**src/rtl/req_issue_pkg.sv**
```systemverilog
// Shared types and helpers for the request issue controller.
//   NUM_CH        : channel count, fixed to match the priority selector
//   issue_state_t : controller FSM states
//   onehot_to_idx : one-hot grant vector -> channel index
//   is_onehot     : true when exactly one bit is set
package req_issue_pkg;

  localparam int unsigned NUM_CH = 4;

  typedef enum logic [0:0] {IDLE, BUSY} issue_state_t;

  function automatic logic [1:0] onehot_to_idx(input logic [NUM_CH-1:0] oh);
    logic [1:0] idx;
    idx = '0;
    for (int i = 0; i < NUM_CH; i++) begin
      if (oh[i]) idx = 2'(i);
    end
    return idx;
  endfunction

  function automatic logic is_onehot(input logic [NUM_CH-1:0] v);
    return $countones(v) == 1;
  endfunction

endpackage

```
**src/rtl/req_issue_ctrl_if.sv**
```systemverilog
// Bundle between the request sources / priority selector and the issue controller.
//   master : controller side (drives req/en/status, consumes push/en_in/gnt)
//   slave  : environment side (request sources plus selector)
interface req_issue_ctrl_if #(
  parameter int unsigned CNT_W = 3
);
  import req_issue_pkg::*;

  logic                    en_in;
  logic [NUM_CH-1:0]       push;
  logic [NUM_CH-1:0]       req;
  logic                    en;
  logic [NUM_CH-1:0]       gnt;
  logic                    busy;
  logic [NUM_CH-1:0]       done;
  logic [NUM_CH*CNT_W-1:0] pend_cnt;
  logic [NUM_CH-1:0]       overflow;
  logic                    proto_err;

  modport master (
    input  en_in, push, gnt,
    output req, en, busy, done, pend_cnt, overflow, proto_err
  );

  modport slave (
    output en_in, push, gnt,
    input  req, en, busy, done, pend_cnt, overflow, proto_err
  );

endinterface

```
**src/rtl/pend_counter.sv**
```systemverilog
// Per-channel saturating pending-request counter.
//   clock, reset : clock and asynchronous active-high reset
//   inc          : new request this cycle
//   dec          : request granted this cycle (only issued when cnt is nonzero)
//   cnt          : current pending count
//   overflow     : sticky, set when inc hits a saturated counter with no dec
module pend_counter #(
  parameter int unsigned CNT_W = 3
) (
  input  logic             clock,
  input  logic             reset,
  input  logic             inc,
  input  logic             dec,
  output logic [CNT_W-1:0] cnt,
  output logic             overflow
);

  logic [CNT_W-1:0] cnt_q, cnt_d;
  logic             ovf_q, ovf_d;

  always_comb begin
    cnt_d = cnt_q;
    ovf_d = ovf_q;
    // inc together with dec cancels, so a push is never lost to a grant
    if (inc && !dec) begin
      if (cnt_q == '1) ovf_d = 1'b1;
      else             cnt_d = cnt_q + CNT_W'(1);
    end else if (dec && !inc && (cnt_q != '0)) begin
      cnt_d = cnt_q - CNT_W'(1);
    end
  end

  always_ff @(posedge clock or posedge reset) begin
    if (reset) begin
      cnt_q <= '0;
      ovf_q <= 1'b0;
    end else begin
      cnt_q <= cnt_d;
      ovf_q <= ovf_d;
    end
  end

  assign cnt      = cnt_q;
  assign overflow = ovf_q;

endmodule

```
**src/rtl/req_issue_ctrl.sv**
```systemverilog
// Requester-side controller for the 4-channel priority selector. Queues request
// pulses per channel, presents req/en to the selector, accepts a legal one-hot gnt,
// then holds the shared resource for HOLD_CYCLES cycles and pulses done.
//   clock, reset : clock and asynchronous active-high reset
//   bus          : master modport (en_in, push, gnt in; req, en, busy, done,
//                  pend_cnt, overflow, proto_err out)
module req_issue_ctrl
  import req_issue_pkg::*;
#(
  parameter int unsigned CNT_W       = 3,
  parameter int unsigned HOLD_CYCLES = 2
) (
  input  logic            clock,
  input  logic            reset,
  req_issue_ctrl_if.master bus
);

  localparam int unsigned      HoldW    = (HOLD_CYCLES > 2) ? $clog2(HOLD_CYCLES) : 1;
  localparam logic [HoldW-1:0] HoldLoad = HoldW'(HOLD_CYCLES - 1);

  issue_state_t      state_q, state_d;
  logic [HoldW-1:0]  hold_q, hold_d;
  logic [1:0]        ch_q, ch_d;
  logic              proto_err_q, proto_err_d;

  logic [CNT_W-1:0]        cnt [NUM_CH];
  logic [NUM_CH-1:0]       nonzero;
  logic [NUM_CH-1:0]       take;
  logic [NUM_CH-1:0]       ovf;
  logic [NUM_CH*CNT_W-1:0] pend_flat;

  logic              en_int, busy_int, grant_ok;
  logic [NUM_CH-1:0] req_int, done_int;

  for (genvar i = 0; i < NUM_CH; i++) begin : g_ch
    pend_counter #(
      .CNT_W(CNT_W)
    ) u_cnt (
      .clock   (clock),
      .reset   (reset),
      .inc     (bus.push[i]),
      .dec     (take[i]),
      .cnt     (cnt[i]),
      .overflow(ovf[i])
    );
    assign nonzero[i]                  = (cnt[i] != '0);
    assign pend_flat[i*CNT_W +: CNT_W] = cnt[i];
  end

  // en is only ever high in IDLE, so req already equals the nonzero-count mask there
  assign grant_ok = en_int && is_onehot(bus.gnt) && ((bus.gnt & nonzero) != '0);
  assign take     = grant_ok ? bus.gnt : '0;

  always_ff @(posedge clock or posedge reset) begin
    if (reset) begin
      state_q     <= IDLE;
      hold_q      <= '0;
      ch_q        <= '0;
      proto_err_q <= 1'b0;
    end else begin
      state_q     <= state_d;
      hold_q      <= hold_d;
      ch_q        <= ch_d;
      proto_err_q <= proto_err_d;
    end
  end

  always_comb begin
    state_d = state_q;
    hold_d  = hold_q;
    ch_d    = ch_q;
    unique case (state_q)
      IDLE: begin
        if (grant_ok) begin
          state_d = BUSY;
          hold_d  = HoldLoad;
          ch_d    = onehot_to_idx(bus.gnt);
        end
      end
      BUSY: begin
        if (hold_q == '0) state_d = IDLE;
        else              hold_d  = hold_q - HoldW'(1);
      end
      default: state_d = IDLE;
    endcase
    // Any grant while en is low is a selector fault, as is a bad grant while en is high
    proto_err_d = proto_err_q | (en_int ? !grant_ok : (bus.gnt != '0));
  end

  always_comb begin
    req_int  = '0;
    en_int   = 1'b0;
    busy_int = 1'b0;
    done_int = '0;
    unique case (state_q)
      IDLE: begin
        req_int = nonzero;
        en_int  = bus.en_in & (|nonzero);
      end
      BUSY: begin
        busy_int = 1'b1;
        if (hold_q == '0) done_int[ch_q] = 1'b1;
      end
      default: ;
    endcase
  end

  assign bus.req       = req_int;
  assign bus.en        = en_int;
  assign bus.busy      = busy_int;
  assign bus.done      = done_int;
  assign bus.pend_cnt  = pend_flat;
  assign bus.overflow  = ovf;
  assign bus.proto_err = proto_err_q;

endmodule
```
**src/flat_wrapper.sv**
```systemverilog
// flat-port wrapper written by rule: the top's interface ports become plain ports
module req_issue_ctrl_flat import req_issue_pkg::*;
#(
  parameter int unsigned CNT_W       = 3,
  parameter int unsigned HOLD_CYCLES = 2
)
  (clock, reset, bus_en_in, bus_push, bus_gnt, bus_req, bus_en, bus_busy, bus_done, bus_pend_cnt, bus_overflow, bus_proto_err);
  req_issue_ctrl_if #(.CNT_W(CNT_W)) bus_i ();
  input  logic clock;
  input  logic reset;
  input wire logic [$bits(bus_i.en_in)-1:0] bus_en_in;
  input wire logic [$bits(bus_i.push)-1:0] bus_push;
  input wire logic [$bits(bus_i.gnt)-1:0] bus_gnt;
  output wire logic [$bits(bus_i.req)-1:0] bus_req;
  output wire logic [$bits(bus_i.en)-1:0] bus_en;
  output wire logic [$bits(bus_i.busy)-1:0] bus_busy;
  output wire logic [$bits(bus_i.done)-1:0] bus_done;
  output wire logic [$bits(bus_i.pend_cnt)-1:0] bus_pend_cnt;
  output wire logic [$bits(bus_i.overflow)-1:0] bus_overflow;
  output wire logic [$bits(bus_i.proto_err)-1:0] bus_proto_err;
  assign bus_i.en_in = bus_en_in;
  assign bus_i.push = bus_push;
  assign bus_i.gnt = bus_gnt;
  assign bus_req = bus_i.req;
  assign bus_en = bus_i.en;
  assign bus_busy = bus_i.busy;
  assign bus_done = bus_i.done;
  assign bus_pend_cnt = bus_i.pend_cnt;
  assign bus_overflow = bus_i.overflow;
  assign bus_proto_err = bus_i.proto_err;
  req_issue_ctrl #(.CNT_W(CNT_W), .HOLD_CYCLES(HOLD_CYCLES)) u_core (.clock(clock), .reset(reset), .bus(bus_i));
endmodule
```
**config.mk**
```make
export PLATFORM = sky130hd
export DESIGN_NAME = req_issue_ctrl_flat
export DESIGN_NICKNAME = d
export VERILOG_FILES = /design/src/rtl/req_issue_pkg.sv /design/src/rtl/req_issue_ctrl_if.sv /design/src/rtl/pend_counter.sv /design/src/rtl/req_issue_ctrl.sv /design/src/flat_wrapper.sv
export SDC_FILE = /design/constraint.sdc
export NUM_CORES = 1
export LEC_CHECK = 0
export CAP_MARGIN = 30
export CORE_ASPECT_RATIO = 1.4
export CORE_UTILIZATION = 50
export DETAILED_ROUTE_END_ITERATION = 8
export DONT_BUFFER_PORTS = 1
export HOLD_SLACK_MARGIN = 0.1
export PLACE_DENSITY = 0.66
export SYNTH_ARGS = -nofsm -noshare
export SYNTH_HDL_FRONTEND = slang
export SYNTH_SLANG_ARGS = --single-unit
```
**constraint.sdc**
```tcl
create_clock -name clock -period 6.24 [get_ports clock]
set_clock_uncertainty 0.05 [all_clocks]
set_input_delay 1.248 -clock clock [delete_from_list [all_inputs] [get_ports clock]]
set_output_delay 1.248 -clock clock [all_outputs]
set_load 0.02 [all_outputs]
```
### Word level (Yosys, flattened, before mapping)

Cells that the tools add are included.

| cells by class | value |
|---|---|
| bitwise operators | 4 |
| order comparisons | 2 |
| muxes and demuxes | 30 |
| reduce and logical (&&, ||, !) cells | 44 |
| equality and inequality tests | 10 |
| add/subtract/negate cells | 12 |

Operators by type and width:

| operator | number |
|---|---|
| two-way mux 3 bit | 12 |
| adder 32 bit | 1 |
| equality test 32 x 2 -> 1 bit (second input constant) | 1 |
| AND reduction 2 bit | 9 |
| two-way mux 4 bit | 4 |
| logical AND 1 bit | 15 |
| adder 3 x 1 -> 3 bit (second input constant) | 4 |
| equality test 3 bit (second input constant) | 4 |
| nonzero test 3 bit | 4 |
| subtractor 3 x 1 -> 3 bit (second input constant) | 4 |
| logical NOT 1 bit | 9 |
| two-way mux 1 bit | 9 |
| inequality test 2 bit (second input constant) | 4 |
| nonzero test 2 bit | 4 |
| nonzero test 4 bit | 2 |
| adder 1 x 1 -> 2 bit | 2 |
| AND 4 bit | 1 |
| two-way mux 2 bit | 2 |
| one-hot mux 1 bit (2 select lines) | 2 |
| OR reduction 4 bit | 1 |
| less-than comparator 2 x 3 -> 1 bit (second input constant) | 1 |
| demux 1 bit (select 2 bit) | 1 |
| greater-or-equal comparator 2 x 1 -> 1 bit (second input constant) | 1 |
| inequality test 2 x 1 -> 1 bit (second input constant) | 1 |
| 4 further kinds | 4 |

| word-level totals | value |
|---|---|
| output and inout port bits | 27 |
| flip-flop bits (word level) | 21 |

### Depth between registers and ports, before layout

Gate-level depths: netlist of the first run.

| logic depth | value |
|---|---|
| depth in word-level cells | 11 |
| depth in mapped cells | 13 |

### Hierarchy

From an unflattened synthesis of the first run, not the netlist that was laid out.

| second synthesis, totals | value |
|---|---|
| cell total of the unflattened synthesis | 175 |
| area, all modules | 1,707.9 um^2 |

By module, submodules not included:

| module | area an instance (um^2) | cells an instance | times used |
|---|---|---|---|
| pend_counter | 304.0 | 30 | 4 |
| req_issue_ctrl | 491.7 | 55 | 1 |

### Worst setup path before layout of the first run

No wires, ideal clock.

| timing path | value |
|---|---|
| path kind | input-to-reg |
| start point | input bus_gnt[2] |
| end point | register u_core.g_ch[0].u_cnt.cnt_q[2] |
| data arrival time | 4.052 ns |
| path buffers | 0 |
| data required time | 6.060 ns |
| setup slack | 2.008 ns |
| library setup time | 0.130 ns |
| stages on the path | 12 |
| cells stage by stage | inv_1 -> ha_1 -> ha_1 -> fa_1 -> nor3b_1 -> o41a_1 -> a31oi_4 -> inv_1 -> fa_1 -> or4_1 -> o32ai_1 -> nor3_1 |

| on the way | value |
|---|---|
| cells in the longest elaborated chain, start to end | 10 |

Ends and longest elaborated chain:

| element | line | source |
|---|---|---|
| start, declared | flat_wrapper.sv:13 | `input wire logic [$bits(bus_i.gnt)-1:0] bus_gnt;` |
| adder 1 x 1 -> 2 bit (not written as such) | req_issue_pkg.sv:22 | `return $countones(v) == 1;` |
| adder 32 bit (not written as such) | req_issue_pkg.sv:22 |  |
| equality test 32 x 2 -> 1 bit | req_issue_pkg.sv:22 |  |
| logical AND 1 bit | req_issue_ctrl.sv:51 | `assign grant_ok = en_int && is_onehot(bus.gnt) && ((bus.gnt & nonzero) != '0);` |
| logical AND 1 bit * | req_issue_ctrl.sv:51 |  |
| two-way mux 4 bit * | req_issue_ctrl.sv:52 | `assign take = grant_ok ? bus.gnt : '0;` |
| logical NOT 1 bit or logical AND 1 bit (tied branches) | pend_counter.sv:25, pend_counter.sv:28 |  |
| logical AND 1 bit, on equally long branches | pend_counter.sv:25, pend_counter.sv:28 |  |
| inequality test 2 bit (no source line) or nonzero test 2 bit (tied branches) | -- |  |
| AND reduction 2 bit (no source line) | -- |  |
| end signal, assigned | pend_counter.sv:38 | `cnt_q <= cnt_d;` |
| end, declared | pend_counter.sv:18 | `logic [CNT_W-1:0] cnt_q, cnt_d;` |

Mark *: on every way between the ends. The rest lies on a longest branch, timed or not.
A chain may end at the register's enable or synchronous reset.

### Final worst setup path of the first run

| timing path | value |
|---|---|
| start point | input bus_gnt[2] |
| end point | register u_core.g_ch[2].u_cnt.cnt_q[1] |

RTL lines:

| element | line | source |
|---|---|---|
| adder 1 x 1 -> 2 bit (not written as such) | req_issue_pkg.sv:22 |  |
| adder 32 bit (not written as such) | req_issue_pkg.sv:22 |  |
| equality test 32 x 2 -> 1 bit | req_issue_pkg.sv:22 |  |
| logical AND 1 bit (2 in series) | req_issue_ctrl.sv:51 |  |
| two-way mux 4 bit * | req_issue_ctrl.sv:52 |  |
| logical NOT 1 bit * | pend_counter.sv:25 | `if (inc && !dec) begin` |
| logical AND 1 bit * | pend_counter.sv:25 |  |
| two-way mux 3 bit * | pend_counter.sv:25 |  |
| named net u_core.g_ch[2].u_cnt.cnt_d[1] | pend_counter.sv:18 |  |
| end signal, assigned | pend_counter.sv:38 |  |
| end, declared | pend_counter.sv:18 |  |

The timed path passes the listed nets; every way through them passes the cells marked *.

==> summary.txt, run 1 <==
Status
  • Outcome: finished, final reports clean

Timing
  • Setup TNS: 0 ps
  • Slew headroom: 0.362
  • Worst Max-Slew Pin Slew: 944 ps
  • Crit path time final: around 4300 ps
  • Max-slew violations: 0
  • Setup Viol. Count Final: 0
  • Worst Hold Slack: 515 ps
  • Hold violation count in the final report: 0
  • Fmax: 230 MHz
  • Crit share post-route: 0.696
  • RSZ-0062 raised after global routing: no

Worst setup path
  • FF-to-FF End: u_core.g_ch[0].u_cnt.cnt[2]$_DFFE_PP0P_
  • Setup crit end kind: flop
  • Req. time, crit path: 6320 ps
  • Reg2Reg Depth: 9
  • Critical path peak fanout: 8
  • Crit Path Class: in2reg
  • Reg-to-reg slack, setup: 2600 ps
  • Worst setup SP type: primary input
  • Critical Path AT: 4420 ps
  • Reg-to-Reg Start: u_core.g_ch[2].u_cnt.cnt[0]$_DFFE_PP0P_

Global route
  • Overall Global Routing Usage: 0.222
  • Congestion Overflow GR: 0
  • Largest net degree at the start of global routing: 22
  • Number of antenna violations at the first check in global routing: 0
  • Wire length of the first global-routing pass: 6070 um
  • Vias in the first global route: approximately 1300

Placement
  • Port Buffers: 0
  • Hpwl dp: between 2000 and 3000 um
  • GPL Wtd Cong: around 0.85

Synthesis
  • Async set or reset register ratio after synthesis: 1.00
  • Synthesis-stage register bit count: 21
  • Most used DFF post-synth: dfrtp_1
  • Mapped Area: 0.00164 mm2
  • Syn_nets: 194
  • Synthesized area per cell: approximately 9.5 um2
  • Synth unique cells: 53
  • Synth Warn #: 0
  • Post-synth EDFFs: 0
  • Post-Synthesis Cells: 173
  • Post-synthesis sequential area ratio: 0.320

Floorplan
  • Die span in x: 50.4 um
  • DIE AREA: 0.00352 mm2
  • Die H: 69.8 um
  • Top Ports: 38
  • CORE AREA: 0.00312 mm2
  • Row cnt: 24
  • Initial Util: 0.526

Clock tree
  • Hold buffers post-CTS: 0
  • Postcts setup bufs: 0
  • # resized after CTS: 0
  • Htree depth: 1
  • Clock Sink Count: 21
  • CTS buffer count: 3
  • Clock buffer depth: 2
  • Clk root buf: clkbuf_8
  • CTS tree: done
  • Clock slew at reported path FFs: 70 ps
  • Clk_lat worst skew: 260 ps

Power
  • IR drop worst, VDD: 274 uV
  • P_int: roughly 390 uW
  • Clk pwr share: 0.114
  • Seq pwr share: 0.468
  • Sw frac: 0.508
  • Comb power frac: 0.418
  • Pwr/cell area: 475 mW/mm2
  • Leak: roughly 0.72 nW
  • Net Switching: 404 uW

Route
  • Post-route ant nets: 0
  • DRC: 0
  • WL/cell: 17.2 um
  • Starting DRC count in detailed routing: 38
  • Vias: 1323
  • Post-Route WL: 3530 um
  • Drt pass-1 iters: 4
  • Vias per inst: ~6.5

Min path
  • Hold wc startpoint: u_core.ch_q[1]$_DFFE_PP0P_
  • Hold path cells: 2
  • Worst Hold End: u_core.ch_q[1]$_DFFE_PP0P_
  • Hold Crit Class: reg2reg

Cells and area
  • Layout cell share with drive strength beyond 1: 0.0843
  • N_diodes: 0
  • Final nets: 188
  • Util after Layout: 0.535
  • Layout Area Growth over Synthesis: 1.68%

Run
  • Max_cap viols: 0
[synthesized netlist by cell type, drive strengths merged (4+ instances only)]
| master | count | share of area |
|---|---|---|
| clkbuf | 4 | 0.0091 |
| a21oi | 4 | 0.012 |
| or3 | 5 | 0.022 |
| ha | 5 | 0.038 |
| fa | 5 | 0.061 |
| nand3 | 10 | 0.049 |
| nor3 | 6 | 0.018 |
| o31a | 4 | 0.021 |
| nand2 | 17 | 0.039 |
| nor2 | 14 | 0.032 |
| mux2i | 5 | 0.030 |
| mux2 | 4 | 0.032 |
| inv | 12 | 0.029 |
| dfrtp | 21 | 0.32 |
| buf | 7 | 0.031 |
| a31oi | 4 | 0.024 |
[layout by cell type (no fill, tap or decap), types with 2 or more instances in the layout]
master	n
dfrtp_1	21
nand2_1	17
nor2_1	14
inv_1	11
nand3_1	7
nor3_1	6
mux2i_1	5
fa_1	5
ha_1	5
or3_1	4
o31a_1	4
a21oi_1	4
o21bai_1	3
xor2_1	3
nand2b_1	3
o21ai_0	3
nand4_1	3
a21o_1	3
a31oi_1	3
clkbuf_8	3
nor2b_1	2
nand3_4	2
mux2_4	2
o41ai_1	2
nor4_1	2
nor4bb_1	2
and4_1	2
o32ai_1	2
[kinds of logic (layout without fill, tap and decap cells)]
logic type      after synthesis  after routing  share of synthesized area
buf+inv                      23             16                     0.0693
mux                           9              9                     0.0625
simple gates                 71             71                      0.243
xor+xnor                      4              4                     0.0213
compound gates               35             35                      0.185
fa+ha+maj                    10             10                     0.0990
flops                        21             21                      0.320
[per-stage QoR]
stage                     instances  setup slack [ps]  power [mW]  cell area, um2
after floorplan                 173              2010       0.655            1640
after detailed placement        201              1670       0.706            1630
after global placement          201              1790       0.692            1630
final                           205              1900       0.794            1670
after CTS                       205              1910       0.799            1670
after global routing            205              1730       0.856            1670
[power by group through the flow]
| stage | registers [mW] | clock network [mW] | logic (mW) |
|---|---|---|---|
| finish | 0.371 | 0.0904 | 0.332 |
| global route | 0.387 | 0.0988 | 0.370 |
| CTS | 0.373 | 0.0929 | 0.334 |
| detailed placement | 0.374 | 0 | 0.332 |
| global placement | 0.371 | 0 | 0.321 |
| floorplan | 0.305 | 0 | 0.350 |
[critical path, stage by stage]
cell	delay (ps)
inv_1	60
ha_1	310
ha_1	210
fa_1	440
nor3b_1	300
o41a_1	570
nand3_2	240
nand2_1	160
fa_1	460
nand2_1	90
a31oi_1	40
a31oi_1	190
nand3_1	110
[worst max path at each step]
stage                     startpoint                                 endpoint  slack [ps]  depth (start not counted)
final                     bus_gnt[2]  u_core.g_ch[2].u_cnt.cnt[1]$_DFFE_PP0P_        1900                         13
after global routing      bus_gnt[2]  u_core.g_ch[2].u_cnt.cnt[1]$_DFFE_PP0P_        1730                         13
after CTS                 bus_gnt[2]  u_core.g_ch[2].u_cnt.cnt[1]$_DFFE_PP0P_        1910                         13
after detailed placement  bus_gnt[2]  u_core.g_ch[2].u_cnt.cnt[1]$_DFFE_PP0P_        1670                         13
after global placement    bus_gnt[2]  u_core.g_ch[0].u_cnt.cnt[2]$_DFFE_PP0P_        1790                         12
after floorplan           bus_gnt[2]  u_core.g_ch[0].u_cnt.cnt[2]$_DFFE_PP0P_        2010                         12
[registers in the layout, summed over array words and instances, names as in the netlist]
name and count:
u_core.bus.proto_err 1, u_core.ch_q 2, u_core.g_ch.u_cnt.cnt 12, u_core.g_ch.u_cnt.overflow 4, u_core.hold_q 1, u_core.state_q 1
[cell type report]
cell class	count	area [um2]
clock buffer	4	45.0
sequential	21	526
fill	302	1450
inverter	12	47.5
multi-input combinational	129	1000
tap	39	48.8
[per-layer routing]
metal	global-route usage	share of wire
met1	0.291	0.41
met2	0.348	0.50
met3	0.0592	0.066
met4	0.0772	0.025
met5	0	0
Power figures use the tool's default switching activity.
==> run 2: changes to the inputs <==
--- a/config.mk
+++ b/config.mk
@@ -11,7 +11,7 @@
 export DETAILED_ROUTE_END_ITERATION = 8
 export DONT_BUFFER_PORTS = 1
 export HOLD_SLACK_MARGIN = 0.1
-export PLACE_DENSITY = 0.66
+export PLACE_DENSITY = 0.69
 export SYNTH_ARGS = -nofsm -noshare
 export SYNTH_HDL_FRONTEND = slang
 export SYNTH_SLANG_ARGS = --single-unit
==> constraint.sdc (replaced) <==
create_clock -name clock -period 3.83 [get_ports clock]
set_clock_uncertainty 0.05 [all_clocks]
set_input_delay 0.766 -clock clock [delete_from_list [all_inputs] [get_ports clock]]
set_output_delay 0.766 -clock clock [all_outputs]
set_load 0.02 [all_outputs]
==> run 2 against run 1 <==
Against the previous run: first-iteration DRC count rose by 13%; worst setup slack got worse by 1600 ps; cell count rose by 4.4%; critical path depth fell by 1; clock power rose by 67%; hold slack got worse by 7.9 ps; die area did not move; routed wire length rose by 8.1%; sequential share of layout area fell by 1.2 points; clock-buffer cell count did not move; utilization rose by 2.2 points.
==> summary.txt, run 2 (synthesis results as in run 1) <==
Floorplan
  • CORE AREA: 0.00312 mm2
  • DIE AREA: 0.00352 mm2
  • Die span in x: 50.4 um
  • Initial Util: 0.526
  • Top Ports: 38
  • Row cnt: 24
  • Die H: 69.8 um

Cells and area
  • Post-Layout Cell Count: 214
  • Final-layout fill cell count: 292
  • Layout cell share with drive strength beyond 1: 0.131
  • Final instance area: 0.00174 mm2
  • Most common cell after layout, fill and taps aside: dfrtp_1
  • Commonest cells after routing, fill and taps aside: dfrtp_1 (21), nand2_1 (17), nor2_1 (14), inv_1 (11), buf_4 (9)
  • Final nets: 197
  • Util after Layout: 0.556
  • N_diodes: 0
  • Max reg flops: 12
  • Layout Area Growth over Synthesis: 5.79%

Worst setup path
  • Critical path peak fanout: 6
  • Setup crit end kind: flop
  • Max incr delay on CP: 530 ps
  • Crit Path Class: in2reg
  • CP startpoint: bus_gnt[2]
  • Reg2Reg Depth: 9
  • Critical Path End: u_core.g_ch[0].u_cnt.cnt[2]$_DFFE_PP0P_
  • Worst setup SP type: primary input
  • Reg-to-reg slack, setup: ~600 ps
  • FF-to-FF End: u_core.g_ch[0].u_cnt.cnt[2]$_DFFE_PP0P_
  • Reg-to-Reg Start: u_core.g_ch[3].u_cnt.cnt[0]$_DFFE_PP0P_
  • Slowest cell on crit path: or4_1
  • Req. time, crit path: 3920 ps
  • Critical Path AT: 3600 ps
  • Worst-path cell chain: inv_1 -> ha_1 -> ha_1 -> fa_1 -> nor3b_1 -> o41a_1 -> a31oi_4 -> inv_1 -> fa_1 -> or4_1 -> o32ai_1 -> nor3_1

Timing
  • Crit share post-route: 0.915
  • RSZ-0062 raised after global routing: no
  • Setup Viol. Count Final: 0
  • Setup TNS: 0 ps
  • Worst Max-Slew Pin Slew: 976 ps
  • Max-slew violations: 0
  • Fmax: between 200 and 300 MHz
  • Worst Hold Slack: 507 ps
  • Slew headroom: 0.340
  • Hold violation count in the final report: 0
  • Setup WS post-layout: 324 ps
  • Crit path time final: 3510 ps

Global route
  • Number of antenna violations at the first check in global routing: 0
  • Overall Global Routing Usage: 0.242
  • Vias in the first global route: 1408
  • Largest net degree at the start of global routing: 22
  • Congestion Overflow GR: 0
  • Wire length of the first global-routing pass: 6580 um

Min path
  • Hold Crit Class: in2async

Route
  • Vias: 1371
  • DRC: 0
  • Post-route ant nets: 0
  • Vias per inst: 6.41
  • Drt pass-1 iters: 4
  • Post-Route WL: between 3000 and 4000 um
  • WL/cell: between 15 and 20 um
  • Starting DRC count in detailed routing: 43

Clock tree
  • CTS buffer count: 3
  • Clk_lat worst skew: 260 ps
  • Hold buffers post-CTS: 0
  • CTS tree: done
  • Postcts setup bufs: 0
  • Clk root buf: clkbuf_8
  • Htree depth: 1
  • Clock buffer depth: 2
  • Clock slew at reported path FFs: 80 ps
  • Clock Sink Count: 21
  • # resized after CTS: 0

Run
  • Max_cap viols: 0

Placement
  • GPL Wtd Cong: 0.926
  • Dpl ws: approximately 80 ps
  • Port Buffers: 0
  • DP Cell Count: 210
  • Cell Area, Placed: 0.00169 mm2
  • Hpwl dp: 2910 um

Power
  • Leak: 0.763 nW
  • IR drop worst, VDD: about 400 uV
  • Pwr/cell area: 778 mW/mm2
  • Power, Total: 1.35 mW

Status
  • Outcome: finished, final reports clean
[run 2: worst min-delay path by stage]
stage / start / endpoint / cells after the start
final: reset / u_core.g_ch[3].u_cnt.cnt[0]$_DFFE_PP0P_ / 1
after global routing: u_core.ch_q[1]$_DFFE_PP0P_ / u_core.ch_q[1]$_DFFE_PP0P_ / 2
after CTS: u_core.ch_q[1]$_DFFE_PP0P_ / u_core.ch_q[1]$_DFFE_PP0P_ / 2
after detailed placement: u_core.ch_q[1]$_DFFE_PP0P_ / u_core.ch_q[1]$_DFFE_PP0P_ / 2
after global placement: u_core.hold_q$_DFFE_PP0P_ / u_core.state_q$_DFF_PP0_ / 2
after floorplan: u_core.g_ch[0].u_cnt.overflow$_DFFE_PP0P_ / u_core.g_ch[0].u_cnt.overflow$_DFFE_PP0P_ / 1
[run 2: worst max-delay path: cells and delay by family]
| family | cells | cell delay, ps |
|---|---|---|
| AO/OA/AOI/OAI | 3 | 580 |
| buffers and inverters | 2 | 130 |
| AND/OR/NAND/NOR | 3 | 710 |
| adder cells (fa/ha/maj) | 4 | 1410 |
[run 2: area by class of cell]
type / instances / area [um2] / area share
Multi-Input combinational cell: 129 / 1000 / 0.577
Sequential cell: 21 / 526 / 0.302
Clock buffer: 4 / 45.0 / 0.0259
Tap cell: 39 / 48.8 / 0.0281
Inverter: 12 / 47.5 / 0.0274
Timing Repair Buffer: 9 / 67.6 / 0.0389
[run 2: power by group]
group          total (mW)  switching, mW  internal (mW)
Combinational       0.666          0.380          0.286
Sequential          0.535          0.220          0.315
Clock               0.151         0.0769         0.0743
Total                1.35          0.676          0.675
[run 2: layer usage]
layer | up-vias | global-route usage | part of all wire
met4 | 0 | 0.0648 | 0.014
li1 | 631 | - | -
met5 | - | 0 | 0
met1 | 682 | 0.302 | 0.39
met3 | 6 | 0.0482 | 0.053
met2 | 52 | 0.418 | 0.54
